[src/rtl/riscv_lsu.sv]
// riscv_lsu: load/store unit between the core datapath and a valid/ready data memory port
//   clk, reset                      clock, async active-high reset
//   req_valid/req_ready             core request handshake (req_ready = idle)
//   req_we/req_funct3/req_addr/req_wdata  request fields, store data LSB-aligned
//   mem_valid/mem_ready             memory request handshake
//   mem_we/mem_addr/mem_wdata/mem_wstrb   word-aligned request, lane-shifted data and strobes
//   mem_rdata/mem_rvalid            read response from memory
//   rsp_valid/rsp_rdata/rsp_err     one-cycle completion pulse, extended load data, status
module riscv_lsu #(
    parameter int XLEN    = 32,
    parameter int ADDR_W  = 32,
    parameter int TIMEOUT = 0
) (
    input  logic                 clk,
    input  logic                 reset,
    input  logic                 req_valid,
    output logic                 req_ready,
    input  logic                 req_we,
    input  logic [2:0]           req_funct3,
    input  logic [ADDR_W-1:0]    req_addr,
    input  logic [XLEN-1:0]      req_wdata,
    output logic                 mem_valid,
    input  logic                 mem_ready,
    output logic                 mem_we,
    output logic [ADDR_W-1:0]    mem_addr,
    output logic [XLEN-1:0]      mem_wdata,
    output logic [XLEN/8-1:0]    mem_wstrb,
    input  logic [XLEN-1:0]      mem_rdata,
    input  logic                 mem_rvalid,
    output logic                 rsp_valid,
    output logic [XLEN-1:0]      rsp_rdata,
    output logic [1:0]           rsp_err
);
    localparam int STRB_W = XLEN / 8;
    localparam int OFF_W  = $clog2(STRB_W);
    localparam logic [1:0] S_IDLE   = 2'd0;
    localparam logic [1:0] S_REQ    = 2'd1;
    localparam logic [1:0] S_WAIT_R = 2'd2;
    localparam logic [1:0] S_RESP   = 2'd3;

    logic [1:0]        state_q, state_d;
    logic              we_q, we_d;
    logic [2:0]        funct3_q, funct3_d;
    logic [OFF_W-1:0]  off_q, off_d;
    logic [ADDR_W-1:0] addr_q, addr_d;
    logic [XLEN-1:0]   wdata_q, wdata_d;
    logic [STRB_W-1:0] wstrb_q, wstrb_d;
    logic [31:0]       cnt_q, cnt_d;
    logic              mem_valid_q, mem_valid_d;
    logic              rsp_valid_q, rsp_valid_d;
    logic [XLEN-1:0]   rsp_rdata_q, rsp_rdata_d;
    logic [1:0]        rsp_err_q, rsp_err_d;

    logic              accept, legal, misaligned, timeout_hit;
    logic [OFF_W-1:0]  req_off, size_mask;
    logic [7:0]        strb_base;
    logic [6:0]        ext_sh;
    logic [XLEN-1:0]   rd_shift, rd_left, rd_ext;
    logic signed [XLEN-1:0] rd_sext;

    assign req_ready = (state_q == S_IDLE);
    assign accept    = req_valid && req_ready;
    assign req_off   = req_addr[OFF_W-1:0];

    always_comb begin
        legal = req_we ? (req_funct3 inside {3'b000, 3'b001, 3'b010} || (XLEN == 64 && req_funct3 == 3'b011))
                       : (req_funct3 inside {3'b000, 3'b001, 3'b010, 3'b100, 3'b101} ||
                          (XLEN == 64 && req_funct3 inside {3'b011, 3'b110}));
        size_mask  = OFF_W'((4'd1 << req_funct3[1:0]) - 4'd1);
        misaligned = |(req_off & size_mask);
        strb_base  = 8'((16'd1 << (5'd1 << req_funct3[1:0])) - 16'd1);
        // Left-justify the selected bytes, then shift back down so the top byte's
        // MSB becomes the sign for the arithmetic shift.
        ext_sh   = 7'(XLEN) - (7'd8 << funct3_q[1:0]);
        rd_shift = mem_rdata >> {off_q, 3'b000};
        rd_left  = rd_shift << ext_sh;
        rd_sext  = $signed(rd_left) >>> ext_sh;
        rd_ext   = funct3_q[2] ? (rd_left >> ext_sh) : rd_sext;
        timeout_hit = (TIMEOUT > 0) && (cnt_q == 32'(TIMEOUT - 1));
    end

    always_comb begin
        state_d     = state_q;
        we_d        = we_q;
        funct3_d    = funct3_q;
        off_d       = off_q;
        addr_d      = addr_q;
        wdata_d     = wdata_q;
        wstrb_d     = wstrb_q;
        cnt_d       = 32'd0;
        rsp_rdata_d = '0;
        rsp_err_d   = 2'b00;
        case (state_q)
            S_IDLE: if (accept) begin
                we_d     = req_we;
                funct3_d = req_funct3;
                off_d    = req_off;
                addr_d   = {req_addr[ADDR_W-1:OFF_W], OFF_W'(0)};
                wdata_d  = req_wdata << {req_off, 3'b000};
                wstrb_d  = STRB_W'(strb_base) << req_off;
                state_d  = (!legal || misaligned) ? S_RESP : S_REQ;
                rsp_err_d = !legal ? 2'b10 : misaligned ? 2'b01 : 2'b00;
            end
            S_REQ: begin
                cnt_d = cnt_q + 32'd1;
                if (mem_ready) state_d = we_q ? S_RESP : S_WAIT_R;
                else if (timeout_hit) begin
                    state_d   = S_RESP;
                    rsp_err_d = 2'b11;
                end
            end
            S_WAIT_R: begin
                cnt_d = cnt_q + 32'd1;
                if (mem_rvalid) begin
                    state_d     = S_RESP;
                    rsp_rdata_d = rd_ext;
                end else if (timeout_hit) begin
                    state_d   = S_RESP;
                    rsp_err_d = 2'b11;
                end
            end
            default: state_d = S_IDLE;
        endcase
        mem_valid_d = (state_d == S_REQ);
        rsp_valid_d = (state_d == S_RESP);
    end

    always_ff @(posedge clk or posedge reset) begin
        if (reset) begin
            state_q     <= S_IDLE;
            we_q        <= 1'b0;
            funct3_q    <= 3'b000;
            off_q       <= '0;
            addr_q      <= '0;
            wdata_q     <= '0;
            wstrb_q     <= '0;
            cnt_q       <= 32'd0;
            mem_valid_q <= 1'b0;
            rsp_valid_q <= 1'b0;
            rsp_rdata_q <= '0;
            rsp_err_q   <= 2'b00;
        end else begin
            state_q     <= state_d;
            we_q        <= we_d;
            funct3_q    <= funct3_d;
            off_q       <= off_d;
            addr_q      <= addr_d;
            wdata_q     <= wdata_d;
            wstrb_q     <= wstrb_d;
            cnt_q       <= cnt_d;
            mem_valid_q <= mem_valid_d;
            rsp_valid_q <= rsp_valid_d;
            rsp_rdata_q <= rsp_rdata_d;
            rsp_err_q   <= rsp_err_d;
        end
    end

    assign mem_valid = mem_valid_q;
    assign mem_we    = we_q;
    assign mem_addr  = addr_q;
    assign mem_wdata = wdata_q;
    assign mem_wstrb = wstrb_q;
    assign rsp_valid = rsp_valid_q;
    assign rsp_rdata = rsp_rdata_q;
    assign rsp_err   = rsp_err_q;
endmodule
[config.mk]
export PLATFORM = sky130hd
export DESIGN_NAME = riscv_lsu
export DESIGN_NICKNAME = d
export VERILOG_FILES = /design/src/rtl/riscv_lsu.sv
export SDC_FILE = /design/constraint.sdc
export NUM_CORES = 1
export LEC_CHECK = 0
export CORE_AREA = 4 4 119 121
export DETAILED_ROUTE_END_ITERATION = 6
export DIE_AREA = 0 0 123 125
export PLACE_DENSITY = 0.79
export SYNTH_ARGS = -nofsm -noshare
export SYNTH_HDL_FRONTEND = slang
export SYNTH_SLANG_ARGS = --single-unit
[constraint.sdc]
create_clock -name clk -period 3.9 [get_ports clk]
set_clock_uncertainty 0.1 [all_clocks]
set_input_delay 0.78 -clock clk [delete_from_list [all_inputs] [get_ports clk]]
set_output_delay 0.78 -clock clk [all_outputs]
set_load 0.02 [all_outputs]
Word-level counts from Yosys, hierarchy flattened. Index checks and enable logic that the tools add are counted.

$add $sub $neg: 3. Equality and inequality tests: 8. Shift operators: 10. Mux-type cells: 14. Bitwise logic cells: 1. Reduce and logical (&&, ||, !) cells: 9.

Operators with widths (count): 32-bit two-way mux (3); 32-bit by 5-bit left shift with 32-bit output (1); 32-bit by 7-bit left shift with 32-bit output (1); 32-bit by 5-bit >> shifter with 32-bit output (1); 32-bit by 7-bit >> shifter with 32-bit output (1); 32-bit by 7-bit >>> shifter with 32-bit output (1); 2-bit two-way mux (7); 4-bit by 2-bit left shift with 7-bit output, first input constant (1); 6-bit by 7-bit subtractor with 7-bit output, first input constant (1); 3-bit == test, second input constant (2); 2-bit one-hot mux with 3 select lines (1); 5-bit nonzero test (1); 1-bit by 2-bit left shift with 5-bit output, first input constant (1); 1-bit by 5-bit left shift with 4-bit output, first input constant (1); 2-bit by 1-bit == test with 1-bit output, second input constant (2); 2-bit == test, second input constant (2); 4-bit by 2-bit left shift with 4-bit output (1); 4-bit by 1-bit subtractor with 4-bit output, second input constant (1); 3-bit by 1-bit == test with 1-bit output, second input constant (1); 3-bit by 2-bit == test with 1-bit output, second input constant (1); 3-bit zero test (1); 1-bit two-way mux (3); 3-bit nonzero test (1); 2-bit AND (1); 8 further kinds (8).

Bits in registers: 110. Input port bits: 105. Output and inout port bits: 106. Logic and storage cells: 56.

Logic depth before layout (Yosys ltp). Gate-level depths: netlist (run 1).

Word-level depth: 9. Mapped depth: 6. Mapped depth without buffers: 4.

Least setup slack after synthesis (run 1). OpenSTA, ideal clock, no wires.

Kind: input port to flip-flop. Start point: input port req_addr[1]. End point: register wstrb_q[0] (netlist: mem_wstrb[0]). Setup time: 0.125 ns. Data arrival time: 1.780 ns. Data required time: 3.675 ns. Setup slack: 1.895 ns. Stages on the path: 4. Buffers on the path: 2. Cell sequence: clkbuf_1 > clkbuf_1 > nor2_1 > mux2_2.

Word-level cells in the longest chain between the ends: 1.

RTL lines: start: declaration (line 20) `input logic [ADDR_W-1:0] req_addr,`; 4-bit by 2-bit left shift with 4-bit output (line 100) `wstrb_d = STRB_W'(strb_base) << req_off;`; end signal: assignment (line 149) `wstrb_q <= wstrb_d;`; end: declaration (line 47) `logic [STRB_W-1:0] wstrb_q, wstrb_d;`.

No other way between the ends. A chain may end at the register's enable or synchronous reset.

Final worst setup path (run 1).
Start point: register state_q[0]. End point: output port req_ready.

Word-level cells in the longest chain between the ends: 1.

RTL lines: start: declaration (line 41) `logic [1:0] state_q, state_d;`; start signal: assignment (line 143) `state_q <= state_d;`; 2-bit zero test (line 61) `assign req_ready = (state_q == S_IDLE);`; end: declaration (line 17) `output logic req_ready,`.

No other way between the ends.

==> results of run 1 <==
==> final cells by class <==
class | count | area, um2
fill | 1063 | 5528
sequential | 110 | 2753
timing repair buffer | 213 | 2145
multi-input combinational | 303 | 2083
clock buffer | 10 | 229.0
tap | 176 | 220.2
clock inverter | 6 | 110.1
inverter | 4 | 17.52
==> state kept, by name, indices dropped and copies added (netlist names) <==
| register | count |
|---|---|
| mem_we | 1 |
| mem_wdata | 32 |
| mem_addr | 30 |
| rsp_err | 2 |
| rsp_rdata | 32 |
| mem_valid | 1 |
| funct3_q | 3 |
| off_q | 2 |
| rsp_valid | 1 |
| state_q | 2 |
| mem_wstrb | 4 |
==> kinds of logic (layout without fill, tap and decap cells) <==
family / count (synthesis) / after routing
AND/OR/NAND/NOR: 115 / 115
flip-flops: 110 / 110
AO/OA/AOI/OAI: 102 / 102
multiplexers: 83 / 83
buffers and inverters: 38 / 233
other: 1 / 2
XOR/XNOR: 1 / 1
==> worst paths after layout <==
| check | slack (ns) | to | cells after the start |
|---|---|---|---|
| max | 1.26 | req_ready | 2 |
| min | 0.38 | mem_wdata[15] | 2 |
| max reg2reg | 1.60 | rsp_rdata[15] | 3 |
| min reg2reg | 0.38 | mem_wdata[15] | 2 |
| max in group asynchronous | 2.18 | mem_addr[18] | 3 |
| min in group asynchronous | 0.77 | mem_addr[23] | 2 |
==> placed cells by master (no fill, tap or decap), types with 2 or more instances in the layout <==
cell / netlist / routed
a21oi_1: 31 / 31
buf_12: 0 / 2
o21ai_0: 32 / 32
inv_1: 4 / 3
dfrtp_1: 110 / 110
nand2_1: 54 / 53
nand3b_1: 2 / 2
nand2b_1: 4 / 4
conb_1: 1 / 2
o31ai_1: 10 / 10
nor4_1: 2 / 2
buf_4: 2 / 3
a211oi_1: 22 / 22
mux2_2: 50 / 50
a21boi_0: 2 / 2
and2_1: 7 / 7
bufinv_16: 0 / 3
clkbuf_16: 0 / 9
nor2b_1: 17 / 17
mux2i_1: 33 / 33
nor2_1: 22 / 22
clkinvlp_4: 0 / 2
clkdlybuf4s50_1: 0 / 208
==> power breakdown <==
part	leakage, nW	total (W)	internal (W)	switching (W)
clock network	0.159	0.00103	0.000627	0.000398
registers	1.40	0.00192	0.00160	0.000321
logic	1.66	0.00266	0.00131	0.00135
total	3.22	0.00561	0.00354	0.00207
==> metal layers <==
layer,wire length (um),global-route usage,share of wire
met3,1254,0.05330,0.088
met2,7080,0.3149,0.50
met5,0,0,0
met4,314,0.07427,0.022
met1,5613,0.2183,0.39
==> metrics by stage <==
step                      power (W)  setup slack, ns  hold slack [ns]  area [um2]  utilization
final                      0.005606            1.264           0.3802        7557       0.5775
after global routing       0.005925            1.199           0.4028        7557       0.5775
after CTS                  0.005659            1.258           0.3852        7557       0.5775
after detailed placement   0.004606            1.101           0.3698        7218       0.5516
after global placement     0.004541            1.156           0.3638        7218       0.5516
after floorplan            0.003347           0.1177           0.3936        5009            -
==> worst min-delay path, stage by stage, from the launching register on <==
cell and delay (ns):
dfrtp_1 0.35, nand2_1 0.05, o31ai_1 0.05
==> summary.md, run 1 <==
| Metric | Value |
|---|---|
| Final setup fails | `0` |
| Synth Area in XOR/XNOR | `0.001750` |
| Tightest Hold Check Type | `reg2reg` |
| Start of the worst register-to-register path | `off_q[1]` |
| Share of the synthesized area in the top cell type | `0.5500` |
| Post-synthesis average cell area | `11.12 um2` |
| Status | `finished clean` |
| Setup_tns | `0 ns` |
| Residual DRC | `0` |
| Critical path endpoint category | `output port` |
| Initial antenna violation count | `0` |
| Synth Register Bits | `110` |
| Most common cell in the netlist | `dfrtp_1` |
| Async set-reset flop share out of synthesis | `1.000` |
| Cell area after synthesis | `0.005005 mm2` |
| Starting Density | `0.3825` |
| Pins Over Slew Limit | `0` |
| Ratio of cells with drive above 1 in the final layout | `0.1176` |
| Largest family of logic cells by synthesized area | `multiplexers` |
| Total grt overflow | `0` |
| Worst-Margin Slew | `1.084 ns` |
| Port bufs | `approximately 210` |
| Vias per cell | `5.023` |
| Die width | `123 um` |
| CP Class | `reg2out` |
| Crit-path cells | `nor2_1 -> clkdlybuf4s50_1` |
| CP arrival | `around 1.8 ns` |
| Fin crit share | `0.6759` |
| Top_reg_cell synth | `dfrtp_1` |
| CP bufs+invs | `1` |
| Worst path slowest cell | `clkdlybuf4s50_1` |
| YS warnings | `0` |
| Total wire length | `about 14000 um` |
| Post-Synth Adder-Cell Area | `0` |
| Cts bufs inserted | `9` |
| Mux share of post-synthesis cell area | `0.1785` |
| Routed vias | `a little over 4000` |
| Power Dens Cells | `around 740 mW/mm2` |
| CP top delay family | `buffers and inverters` |
| Post-Synth Simple-Gate Area | `0.1078` |
| H-tree depth | `3` |
| Crit path time final | `about 2.6 ns` |
| Yosys top cell by area | `dfrtp_1` |
| Initial DRC count | `around 260` |
| Post-CTS setup buffers | `0` |
| Final Non-Filler Cells | `822` |
| Placed cell count | `between 800 and 900` |
| Sequential-to-total area share from yosys stat | `0.5500` |
| Leak | `between 3 and 4 nW` |
| Die Y | `about 130 um` |
| Largest net degree at the start of global routing | `between 60 and 70` |
| Quantity of gates resized following cts | `0` |
| Max incr delay on CP | `approximately 0.69 ns` |
| Most instantiated cells after synthesis | `dfrtp_1 (110), nand2_1 (54), mux2_2 (50)` |
| Hold Violations, Final | `0` |
| Synth Area in Compound Gates | `0.1253` |
| Clock tree buffer depth | `2` |
| Max cap viols | `0` |
| RSZ-0062 raised after global routing | `no` |
| Gpl congestion | `about 0.85` |
| Post-CTS Hold Buffers | `0` |
| Max-slew headroom | `0.2771` |
| Syn Inst Count | `450` |
| DPL Wire Length | `around 11000 um` |
| N_diodes | `0` |
| Root Driver | `clkbuf_16` |
| CP Launch Type | `register` |
| Synth area leaders | `dfrtp_1 (55%), mux2_2 (11%), mux2i_1 (6.6%)` |
| I/O pin total | `around 210` |
| Critical Path RT | `a little over 3 ns` |
| Min-delay src | `mem_wdata[15]` |
| 1st-pass router iterations | `4` |
| Number of global-route vias before repair | `roughly 4300` |
| Layout area overhead | `51.00%` |
| Final-stage net count | `between 700 and 800` |
| First-pass GRT wire length | `22320 um` |
| Tot GR Track Use | `0.1850` |
| Clock latency on the worst-skew pair | `around 0.34 ns` |
| Max Clk Rate | `between 300 and 400 MHz` |
| Reg clk slew, reported paths | `~0.070 ns` |
| Core Rows | `42` |
| DRT antenna net count | `0` |
| Number of flops mapped to enable cells by yosys | `0` |
| CTS tree | `yes` |
| Maximum VDD drop | `about 0.37 mV` |
| Core area | `about 0.013 mm2` |
| Worst-path maximum fanout | `7` |
| WL/cell | `~17 um` |
| CTS sink cnt | `110` |
| Die area | `approximately 0.015 mm2` |
| Worst setup startpoint | `state_q[0]` |
| Post-synth cell types | `35` |
Power figures use the tool's default switching activity.
==> inputs of run 2 (changes only) <==
==> constraint.sdc (replaced) <==
create_clock -name clk -period 2.2 [get_ports clk]
set_clock_uncertainty 0.1 [all_clocks]
set_input_delay 0.44 -clock clk [delete_from_list [all_inputs] [get_ports clk]]
set_output_delay 0.44 -clock clk [all_outputs]
set_load 0.02 [all_outputs]
==> summary.md, run 2 (same netlist as run 1, synthesis figures left out) <==
| Metric | Value |
|---|---|
| Status | `finished clean` |
| Die Y | `125 um` |
| Cts bufs inserted | `9` |
| WL/cell | `between 15 and 20 um` |
| Worst hold slack | `about 0.38 ns` |
| Die area | `0.01538 mm2` |
| CTS sink cnt | `110` |
| Worst-Margin Slew | `0.6033 ns` |
| Final-stage net count | `764` |
| Residual DRC | `0` |
| Layout area overhead | `52.55%` |
| Fill cell count | `between 1000 and 1500` |
| Max incr delay on CP | `around 0.64 ns` |
| Gpl congestion | `between 0.8 and 0.9` |
| Ratio of cells with drive above 1 in the final layout | `0.1416` |
| FF-to-FF End | `rsp_rdata[21]` |
| CP Launch Type | `register` |
| Pre-CTS WS | `-0.08467 ns` |
| Root Driver | `clkbuf_16` |
| First-pass GRT wire length | `roughly 22000 um` |
| CP Class | `reg2out` |
| I/O pin total | `approximately 210` |
| Clock latency on the worst-skew pair | `0.34 ns` |
| Post-CTS Hold Buffers | `0` |
| Initial DRC count | `about 240` |
| Initial antenna violation count | `0` |
| Tot GR Track Use | `0.1840` |
| Hold Violations, Final | `0` |
| Reg2reg setup slack | `~0.18 ns` |
| Critical Path RT | `1.66 ns` |
| N_diodes | `0` |
| Routed vias | `4174` |
| Power, Total | `0.009670 W` |
| Worst setup startpoint | `state_q[0]` |
| Commonest cells after routing, fill and taps aside | `clkdlybuf4s50_1 (208), dfrtp_1 (110), nand2_1 (53)` |
| Largest net degree at the start of global routing | `62` |
| Core Rows | `42` |
| Max Clk Rate | `between 400 and 500 MHz` |
| 1st-pass router iterations | `7` |
| Starting Density | `0.3825` |
| CTS tree | `yes` |
| Clock tree buffer depth | `2` |
| Power Dens Cells | `~1300 mW/mm2` |
| Start of the worst register-to-register path | `off_q[0]` |
| Crit-path cells | `nor2_1 -> clkdlybuf4s50_1` |
| Max cap viols | `0` |
| Vias per cell | `a little under 5` |
| Crit path time final | `between 2 and 2.5 ns` |
| Core area | `about 0.013 mm2` |
| Maximum VDD drop | `around 0.68 mV` |
| Critical path endpoint category | `output port` |
| Pins Over Slew Limit | `0` |
| R2R depth | `4` |
| Worst-path maximum fanout | `7` |
| Final Worst Setup Slack | `0.08770 ns` |
| CP arrival | `between 1.5 and 2 ns` |
| Final setup fails | `0` |
| Post-CTS setup buffers | `0` |
| Max-slew headroom | `0.5978` |
| RSZ-0062 raised after global routing | `no` |
| Worst path slowest cell | `clkdlybuf4s50_1` |
| Fin crit share | `0.9601` |
| Quantity of gates resized following cts | `0` |
| Worst Setup EP | `req_ready` |
| Leak | `around 3.3 nW` |
| H-tree depth | `3` |
| Die width | `123 um` |
| Reg clk slew, reported paths | `approximately 0.070 ns` |
| DPL Wire Length | `~11000 um` |
| DRT antenna net count | `0` |
| Total grt overflow | `0` |
| Most common cell after layout, fill and taps aside | `clkdlybuf4s50_1` |
| Tightest Hold Check Type | `reg2reg` |
| Total wire length | `~14000 um` |
| Number of global-route vias before repair | `around 4400` |
| Port bufs | `around 210` |
-- run 2: area by class of cell --
| class | instances | area (um2) | share of cell area |
|---|---|---|---|
| Sequential cell | 110 | 2753 | 0.3605 |
| Timing Repair Buffer | 231 | 2292 | 0.3002 |
| Multi-Input combinational cell | 303 | 2083 | 0.2729 |
| Clock buffer | 10 | 229.0 | 0.02999 |
| Tap cell | 176 | 220.2 | 0.02884 |
| Clock inverter | 6 | 38.79 | 0.005080 |
| Inverter | 4 | 18.77 | 0.002458 |
-- run 2: through the flow --
| stage | setup TNS, ns | instance area, um2 | instances | utilization |
|---|---|---|---|---|
| 5_1_grt | 0 | 7635 | 840 | 0.5835 |
| 4_1_cts | 0 | 7635 | 840 | 0.5835 |
| 3_3_place_gp | -0.1043 | 7367 | 824 | 0.5630 |
| 3_5_place_dp | -0.4383 | 7367 | 824 | 0.5630 |
| 6_report | 0 | 7635 | 840 | 0.5835 |
| 2_1_floorplan | 0 | 5012 | 451 | - |
-- run 2: routing by layer --
metal,vias up,share of wire,GRT usage,wire [um]
li1,1988,-,-,-
met1,1981,0.39,0.2227,5585
met2,187,0.49,0.3069,6964
met3,18,0.093,0.05827,1320
met4,0,0.020,0.06710,279
met5,-,0,0,0
-- run 2: critical path, delay by kind of cell, from the launching register on --
kind,cells,cell delay [ns]
buffers and inverters,1,0.64
and+or+nand+nor,1,0.16
DFF,1,0.43
-- run 2: how the worst min path moves through the flow --
| stage | startpoint | to | slack (ns) | cells after the start |
|---|---|---|---|---|
| after floorplan | state_q[1] | mem_valid | 0.39 | 1 |
| after global placement | mem_wdata[12] | mem_wdata[12] | 0.36 | 2 |
| after detailed placement | mem_wdata[7] | mem_wdata[7] | 0.37 | 2 |
| after CTS | mem_wdata[7] | mem_wdata[7] | 0.39 | 2 |
| after global routing | mem_wdata[7] | mem_wdata[7] | 0.40 | 2 |
| final | mem_wdata[5] | mem_wdata[5] | 0.38 | 2 |
-- run 2: where the power goes --
part,internal [W],switching [W]
clock network,0.000765,0.000715
logic,0.00241,0.00246
registers,0.00284,0.000486
total,0.00601,0.00366
